`src/rtl/matrix_result_requant.sv`:
```
// Captures nine tagged 3x3 accumulator results, requantizes each to DATA_WIDTH with saturation,
// and drains the frame row-major through a ready-gated write port. Build option: REQUANT_ROUND_EN.
module matrix_result_requant #(
    parameter int DATA_WIDTH = 32,
    parameter int ACC_WIDTH  = 66,
    parameter int FRAC_BITS  = 16
) (
    input  logic                  clk,
    input  logic                  rst,
    input  logic [ACC_WIDTH-1:0]  c_in,
    input  logic                  c_valid,
    input  logic [1:0]            row,
    input  logic [1:0]            col,
    input  logic                  mm_done,
    input  logic                  clr,
    output logic [DATA_WIDTH-1:0] out_data,
    output logic [3:0]            out_addr,
    output logic                  out_wen,
    input  logic                  out_ready,
    output logic                  busy,
    output logic                  done,
    output logic                  sat_flag,
    output logic                  overrun,
    output logic                  incomplete,
    output logic [1:0]            dbg_state
);

    // Handshake: an element transfers on every cycle where out_wen && out_ready; while
    // out_ready is low, out_addr/out_data hold and out_wen stays high until accepted.
    typedef enum logic [1:0] {
        S_COLLECT = 2'd0,
        S_DRAIN   = 2'd1,
        S_DONE    = 2'd2
    } state_t;

    localparam logic signed [ACC_WIDTH:0] MAX_V =
        {{(ACC_WIDTH-DATA_WIDTH+2){1'b0}}, {(DATA_WIDTH-1){1'b1}}};
    localparam logic signed [ACC_WIDTH:0] MIN_V =
        {{(ACC_WIDTH-DATA_WIDTH+2){1'b1}}, {(DATA_WIDTH-1){1'b0}}};

    state_t                  r_state;
    logic [3:0]              r_idx;
    logic [8:0]              r_mask;
    logic                    r_mm_done_d;
    logic [DATA_WIDTH-1:0]   r_buf [0:8];
    logic [DATA_WIDTH-1:0]   r_out_data;
    logic                    r_out_wen;
    logic                    r_busy;
    logic                    r_done;
    logic                    r_sat;
    logic                    r_ovr;
    logic                    r_inc;

    logic signed [ACC_WIDTH:0] w_ext;
    logic signed [ACC_WIDTH:0] w_sum;
    logic signed [ACC_WIDTH:0] w_shift;
    logic                      w_sat_hi;
    logic                      w_sat_lo;
    logic [DATA_WIDTH-1:0]     w_q;
    logic                      w_tag_ok;
    logic                      w_wr_en;
    logic [3:0]                w_wr_idx;
    logic [8:0]                w_mask_next;
    logic                      w_edge;
    logic                      w_set_ovr;
    logic                      w_set_sat;
    logic                      w_set_inc;

    // One extra bit of headroom keeps the rounding add from wrapping.
    assign w_ext = $signed({c_in[ACC_WIDTH-1], c_in});
`ifdef REQUANT_ROUND_EN
    localparam logic signed [ACC_WIDTH:0] ROUND_ADD = {{ACC_WIDTH{1'b0}}, 1'b1} << (FRAC_BITS - 1);
    assign w_sum = w_ext + ROUND_ADD;
`else
    assign w_sum = w_ext;
`endif
    assign w_shift  = w_sum >>> FRAC_BITS;
    assign w_sat_hi = (w_shift > MAX_V);
    assign w_sat_lo = (w_shift < MIN_V);

    always_comb begin
        w_q = w_shift[DATA_WIDTH-1:0];
        if (w_sat_hi) begin
            w_q = {1'b0, {(DATA_WIDTH-1){1'b1}}};
        end else if (w_sat_lo) begin
            w_q = {1'b1, {(DATA_WIDTH-1){1'b0}}};
        end
    end

    assign w_tag_ok    = (row != 2'd3) && (col != 2'd3);
    assign w_wr_en     = c_valid && w_tag_ok && (r_state == S_COLLECT);
    assign w_wr_idx    = ({2'b00, row} << 1) + {2'b00, row} + {2'b00, col};
    assign w_mask_next = r_mask | (w_wr_en ? (9'd1 << w_wr_idx) : 9'd0);
    assign w_edge      = mm_done && !r_mm_done_d;
    assign w_set_ovr   = c_valid && ((r_state != S_COLLECT) || !w_tag_ok);
    assign w_set_sat   = w_wr_en && (w_sat_hi || w_sat_lo);
    assign w_set_inc   = (r_state == S_COLLECT) && w_edge && (w_mask_next != 9'h1FF);

    // Frame storage carries no reset; uncaptured slots simply keep their previous contents.
    always_ff @(posedge clk) begin
        if (w_wr_en) begin
            r_buf[w_wr_idx] <= w_q;
        end
    end

    always_ff @(posedge clk or posedge rst) begin
        if (rst) begin
            r_state     <= S_COLLECT;
            r_idx       <= 4'd0;
            r_mask      <= 9'd0;
            r_mm_done_d <= 1'b0;
            r_out_data  <= '0;
            r_out_wen   <= 1'b0;
            r_busy      <= 1'b0;
            r_done      <= 1'b0;
            r_sat       <= 1'b0;
            r_ovr       <= 1'b0;
            r_inc       <= 1'b0;
        end else begin
            r_mm_done_d <= mm_done;

            if (w_set_sat)     r_sat <= 1'b1;
            else if (clr)      r_sat <= 1'b0;
            if (w_set_ovr)     r_ovr <= 1'b1;
            else if (clr)      r_ovr <= 1'b0;
            if (w_set_inc)     r_inc <= 1'b1;
            else if (clr)      r_inc <= 1'b0;

            case (r_state)
                S_COLLECT: begin
                    r_mask <= w_mask_next;
                    if (w_edge) begin
                        r_state   <= S_DRAIN;
                        r_idx     <= 4'd0;
                        r_out_wen <= 1'b1;
                        r_busy    <= 1'b1;
                        // Forward a same-cycle write to slot 0 so the first beat is current.
                        r_out_data <= (w_wr_en && (w_wr_idx == 4'd0)) ? w_q : r_buf[0];
                    end
                end
                S_DRAIN: begin
                    if (out_ready) begin
                        if (r_idx == 4'd8) begin
                            r_state   <= S_DONE;
                            r_out_wen <= 1'b0;
                            r_busy    <= 1'b0;
                            r_done    <= 1'b1;
                        end else begin
                            r_idx      <= r_idx + 4'd1;
                            r_out_data <= r_buf[r_idx + 4'd1];
                        end
                    end
                end
                S_DONE: begin
                    r_done  <= 1'b0;
                    r_mask  <= 9'd0;
                    r_idx   <= 4'd0;
                    r_state <= S_COLLECT;
                end
                default: begin
                    r_state <= S_COLLECT;
                end
            endcase
        end
    end

    assign out_data   = r_out_data;
    assign out_addr   = r_idx;
    assign out_wen    = r_out_wen;
    assign busy       = r_busy;
    assign done       = r_done;
    assign sat_flag   = r_sat;
    assign overrun    = r_ovr;
    assign incomplete = r_inc;
    assign dbg_state  = r_state;

endmodule

```
`config.mk`:
```
export PLATFORM = sky130hd
export DESIGN_NAME = matrix_result_requant
export DESIGN_NICKNAME = d
export VERILOG_FILES = /design/src/rtl/matrix_result_requant.sv
export SDC_FILE = /design/constraint.sdc
export NUM_CORES = 1
export LEC_CHECK = 0
export ABC_AREA = 0
export BUFFER_PORTS_ARGS = -buffer_cell sky130_fd_sc_hd__clkbuf_2
export CORE_MARGIN = 2
export CORE_UTILIZATION = 57
export CTS_CLUSTER_SIZE = 24
export DETAILED_ROUTE_END_ITERATION = 10
export PLACE_DENSITY = 0.76
export SLEW_MARGIN = 15
export SYNTH_ARGS = -nofsm -noshare
export SYNTH_HDL_FRONTEND = slang
export SYNTH_SLANG_ARGS = --single-unit
export TNS_END_PERCENT = 30
```
`constraint.sdc`:
```
create_clock -name clk -period 5.9 [get_ports clk]
set_clock_uncertainty 0.2 [all_clocks]
set_input_delay 0.885 -clock clk [delete_from_list [all_inputs] [get_ports clk]]
set_output_delay 0.885 -clock clk [all_outputs]
set_load 0.01 [all_outputs]
```
# [Word-level counts from Yosys, hierarchy flattened]
# Memory sizes are Yosys's and may differ from the RTL's.
# Cells that the tools add are included.
[totals] elab_cells=86 out_inout_bits=44 inputBits=76 memories=1 regBits=53 mem_bits_rw=288
[mem_list] name="r_buf" depth=9 word_bits=32 read_ports=2 rd_ports_with_merged_regs=0 write_ports=1 line="45" text="logic [DATA_WIDTH-1:0] r_buf [0:8];"
[classes] n_reduce_logical=28 n_eq_ne=10 bitwise=1 magnitude_cmp=2 n_shift=1 n_addsub=3 n_mux=30
[ops] op="$mux W32" count=6
[ops] op="$pmux W32 S2" count=1
[ops] op="$gt A50 B32 Y1 const B" count=1
[ops] op="$lt A50 B32 Y1 const B" count=1
[ops] op="$pmux W9 S2" count=1
[ops] op="$reduce_bool A2 Y1" count=7
[ops] op="$mux W4" count=3
[ops] op="$ne A2 B2 Y1 const B" count=6
[ops] op="$pmux W4 S3" count=1
[ops] op="$reduce_and A4 Y1" count=3
[ops] op="$mux W1" count=11
[ops] op="$logic_and A1 B1 Y1" count=9
[ops] op="$mux W9" count=1
[ops] op="$ne A9 B9 Y1 const B" count=1
[ops] op="$or A9 B9 Y9" count=1
[ops] op="$shl A1 B4 Y9 const A" count=1
[ops] op="$mux W2" count=3
[ops] op="$reduce_and A3 Y1" count=2
[ops] op="$add A3 B2 Y4" count=1
[ops] op="$add A4 B1 Y4 const B" count=1
[ops] op="$add A4 B2 Y4" count=1
[ops] op="$eq A4 B4 Y1 const B" count=1
[ops] op="$logic_not A4 Y1" count=1
[ops] op="$pmux W1 S2" count=2
[ops] op="7 further kinds" count=9

# [Logic depth before layout (Yosys ltp)]
[logic_depth] ltp_word=9 ltp_mapped=11 depth_no_buf=10

# [Least setup slack after synthesis]
# No wires, ideal clock.
[synth_path] path_kind="input port to flip-flop" from="input port row[0]" to="memory r_buf[2][0], enable pin" t_required_ns=5.236 setup_slack_ns=0.151 stages=8 arrival_ns=5.085 path_buffers=0 setup_time_ns=0.464 path_cell_list="inv_1 -> fa_1 -> inv_1 -> ha_1 -> fa_1 -> a211o_1 -> or2_2 -> nor3_1"
[synth_between] elab_chain_len=6 word_cells_on_any_way=8 cone_classes="add/sub (2); eq/ne (1); mux (2); reduce/logical (3)"
[synth_rtl] element="start, declared" line="12" text="input logic [1:0] row,"
[synth_rtl] element="parallel branches: the longest is 6 deep, another holds $add A3 B2 Y4"
[synth_rtl] element="end, declared" line="45"
# Several ways; the timed one is not identified.

# [Worst setup path in the final report]
[layout_path] from="input port row[0]" to="register r_out_data[6], in the netlist out_data[6]"
[layout_between] elab_chain_len=8 word_cells_on_any_way=11 cone_classes="add/sub (2); eq/ne (1); mux (3); reduce/logical (5)"
[layout_rtl] element="parallel branches: the longest is 4 deep, another holds $add A3 B2 Y4"
[layout_rtl] element="$logic_and A1 B1 Y1 *" line="138" text="r_out_data <= (w_wr_en && (w_wr_idx == 4'd0)) ? w_q : r_buf[0];"
[layout_rtl] element="$mux W32 *" line="138"
[layout_rtl] element="$mux W32 *" line="132" text="if (w_edge) begin"
[layout_rtl] element="$pmux W32 S2 *" line="129" text="case (r_state)"
[layout_rtl] element="end signal, assigned" line="138"
[layout_rtl] element="end signal, assigned" line="150" text="r_out_data <= r_buf[r_idx + 4'd1];"
[layout_rtl] element="end, declared" line="46" text="logic [DATA_WIDTH-1:0] r_out_data;"
# Every way passes the cells marked *. The select of a mux whose other input is x is not followed.
# A chain may end at the register's enable or synchronous reset.

==> reports/results.md <==
| Stage | Parameter | This run |
|:---|:---|:---|
| outcome | Result of the run | completed |
| timing | Final Critical Period | 4040 ps |
| setup path | Endpoint class of the critical path | flop |
| logic synthesis | Combinational family with the most area after synthesis | multiplexers |
| timing | Endpoints failing hold | 0 |
| clocking | Total clock buffers created by CTS | 34 |
| timing | Final worst-path cycle share | 0.685 |
| power and ir drop | Static leakage power | 5.52 nW |
| setup path | Worst Path Arrival | 4210 ps |
| setup path | R2r startpoint | out_addr[0] |
| clocking | CTS HTree Levels | 2 |
| logic synthesis | Share of synthesized cell area in and, or, nand and nor gates | 0.0631 |
| logic synthesis | Cell with the most instances after synthesis | edfxtp_1 |
| floorplanning | Initial cell density of the core | 0.579 |
| logic synthesis | Mapped cell area | 0.0140 mm2 |
| clocking | Post-CTS setup-driven buffer insertion count | 0 |
| floorplanning | Boundary Pins | 120 |
| drt | Vias per cell | 6.35 |
| clocking | Clock slew at reported path FFs | 60 ps |
| timing | Slew at the pin closest to its max-slew limit | 981 ps |
| drt | Vias | 8240 |
| logic synthesis | Average footprint of a synthesized cell | 16.6 um2 |
| logic synthesis | Cell types occupying the most area after synthesis | edfxtp_1 62%, mux4_2 10%, dfrtp_1 9.5%, nor2_1 3.3%, mux2_2 2.7% |
| drt | DRC Markers | 0 |
| drt | Iteration count of the initial detailed-routing pass | 7 |
| final layout | Fillers | 1607 |
| setup path | Crit path max fanout | 34 |
| floorplanning | Standard-cell row count | 57 |
| logic synthesis | Multiplexer share of the synthesized area | 0.131 |
| global route | Maximum number of pins on one net before global-route repair | 46 |
| logic synthesis | Commonest cells post-synth | 288 x edfxtp_1, 122 x nor2_1, 64 x mux4_2 |
| placed design | Post-DP HPWL | 16.9 mm |
| global route | GRT Residual Overflow | 0 |
| global route | Number of antenna violations at the first check in global routing | 0 |
| final layout | Final layout net count | 1031 |
| logic synthesis | Synth cell types | 49 |
| clocking | Resize count post-CTS | 0 |
| drt | Routed WL | 32.6 mm |
| timing | Final setup violation count | 0 |
| logic synthesis | Primary flip-flop cell chosen by synthesis mapping | edfxtp_1 |
| floorplanning | Width of the chip | 161 um |
| setup path | CP endpoint | out_data[6] |
| placed design | Number of I/O port buffers | 103 |
| logic synthesis | Xor-xnor portion of the synthesized cell area | 0.00125 |
| logic synthesis | Share of Yosys cell area claimed by the top area cell type | 0.618 |
| setup path | R2R setup slack | 2350 ps |
| floorplanning | Core ar. | 0.0242 mm2 |
| setup path | Launching element of the worst setup path | row[0] |
| logic synthesis | Compound-gate portion of the synthesized area | 0.0645 |
| global route | Wire length of the first global-routing pass | 50.0 mm |
| timing | Unrepaired setup endpoints after global routing | false |
| clocking | Insertion delay of the later-clocked pin in the worst-skew pair | 510 ps |
| floorplanning | Height of the die | 161 um |
| timing | Max Freq | 248 MHz |
| placed design | # placed instances | 1236 |
| final layout | Multi-input gate area in the final layout | 0.00385 mm2 |
| final layout | Layout Area Growth over Synthesis | 14.8% |
| setup path | Capture instance of the worst register-to-register path | out_data[8] |
| power and ir drop | Maximum vdd ir drop | 0.219 mV |
| timing | Total negative slack | 0 ps |
| final layout | Fin cells | 1297 |
| placed design | Global placer's final weighted congestion | 0.777 |
| power and ir drop | Pwr/cell area | 467 mW/mm2 |
| logic synthesis | Number of enable flip-flop cells after synthesis | 288 |
| logic synthesis | Share of the yosys chip area belonging to registers | 0.713 |
| logic synthesis | Adder-Cell Fraction of Synth Area | 0.00733 |
| setup path | Worst Reg2Reg Path Length in Cells | 7 |
| logic synthesis | Post-synth net total | 924 |
| final layout | FF+latch area | 0.00998 mm2 |
| timing | Rel. slew slack | 0.346 |
| logic synthesis | Async SR Flop Fraction | 0.155 |
| logic synthesis | Largest area contributor in the netlist | edfxtp_1 |
| global route | Number of global-route vias before repair | 8519 |
| clocking | Clock tree root buffer cell | clkbuf_16 |
| logic synthesis | Register bit total from synthesis | 341 |
| setup path | Worst Path Class, Setup | in2reg |
| setup path | Critical Path Source Type | primary input |
| timing | Final Max Tran Viols | 0 |
| global route | Total global routing track utilization | 0.258 |
| clocking | Hold bufs inserted after CTS | 0 |
| hold path | Hold WC Path Type | in2async |
| setup path | Req. time, crit path | 6070 ps |
| logic synthesis | Number of warnings printed during yosys synthesis | 0 |
| drt | Count of antenna-violating nets left after detailed routing | 0 |
| final layout | Number of diodes added for antenna fixing | 0 |
| drt | Initial detailed-routing violation count | 1038 |
| floorplanning | Die area | 0.0258 mm2 |
| final layout | Layout cell share with drive strength beyond 1 | 0.306 |
| clocking | Clock sink count | 341 |
| logic synthesis | Number of standard cells after synthesis | 841 |
| clocking | CTS tree | done |
| flow run | Count of maximum capacitance violations | 0 |
| clocking | Maximum clock path buffer count | 3 |
| drt | Average wire per standard cell | 25.1 um |
## state kept, by name, indices dropped and copies added (netlist names)
name,cells
incomplete,1
done,1
r_mask,9
r_buf,288
overrun,1
dbg_state,2
r_mm_done_d,1
out_data,32
sat_flag,1
out_addr,4
busy,1
## report_power, final
group	switching, mW	leakage (nW)	internal, mW
sequential	0.184	3.23	2.83
combinational	1.27	1.76	1.10
clock	0.882	0.532	1.23
## through the flow
stage	cell area, um2	setup slack [ps]	hold slack, ps	util	power (mW)
5_1_grt	16100	1680	290	0.665	7.82
6_report	16100	1860	248	0.665	7.50
4_1_cts	16100	1900	259	0.665	7.54
3_5_place_dp	15000	1390	284	0.619	5.42
3_3_place_gp	15000	1450	266	0.619	5.36
2_1_floorplan	14000	151	248	-	4.71
## layout by cell type, fill, tap and decap left out, types with 3 or more instances in the layout
cell type / instances
nor2_4: 5
nor2_1: 115
nand4_1: 3
nand2_1: 38
clkbuf_16: 35
edfxtp_1: 288
nand3_1: 3
and3_1: 3
nor4_1: 4
buf_4: 23
clkinv_1: 8
mux2_2: 34
a221oi_1: 31
o211ai_1: 31
clkinv_2: 7
a31oi_1: 33
nor3b_1: 3
nand2b_1: 5
o21ai_0: 3
or2_2: 3
nor2b_1: 4
clkinvlp_4: 3
a21oi_1: 4
inv_1: 14
dfrtp_1: 52
mux4_2: 64
bufinv_16: 3
clkbuf_2: 103
ha_1: 4
## logic make-up after synthesis
kind of cell | count (synthesis)
compound gates | 121
xor+xnor | 2
fa+ha+maj | 7
buf+inv | 70
flops | 341
mux | 99
simple gates | 201
## worst min path at each step
stage | startpoint | to | slack [ps] | cells past startpoint
5_1_grt | rst | r_mask[4] | 290 | 2
2_1_floorplan | r_mask[7] | r_mask[7] | 250 | 2
6_report | rst | r_mask[4] | 250 | 2
3_3_place_gp | r_mask[6] | r_mask[6] | 270 | 2
3_5_place_dp | r_mask[7] | r_mask[7] | 280 | 2
4_1_cts | rst | r_mask[4] | 260 | 2
## critical path, cell delays in order
cell and delay [ps]:
clkbuf_2 120, inv_1 60, fa_1 580, inv_1 60
ha_1 200, fa_1 480, a211o_1 300, nor4_4 370
buf_4 520, nor2_2 50, buf_4 300, nand2_1 140
a31oi_1 100
## routing by layer
layer | track usage | vias to the layer above | wire length [um] | part of all wire
met5 | 0 | - | 0 | 0
met4 | 0.0820 | 0 | 688 | 0.021
met3 | 0.0524 | 57 | 2740 | 0.084
met2 | 0.429 | 416 | 16400 | 0.50
met1 | 0.348 | 4222 | 12800 | 0.39
li1 | - | 3545 | - | -
## area by class of cell
type,instances,share of cell area
Timing Repair Buffer,126,0.0428
Sequential cell,341,0.621
Tap cell,324,0.0252
Clock buffer,38,0.0558
Clock inverter,23,0.0121
Inverter,15,0.00350
Multi-Input combinational cell,430,0.240
(Power assumes the default switching activity.)
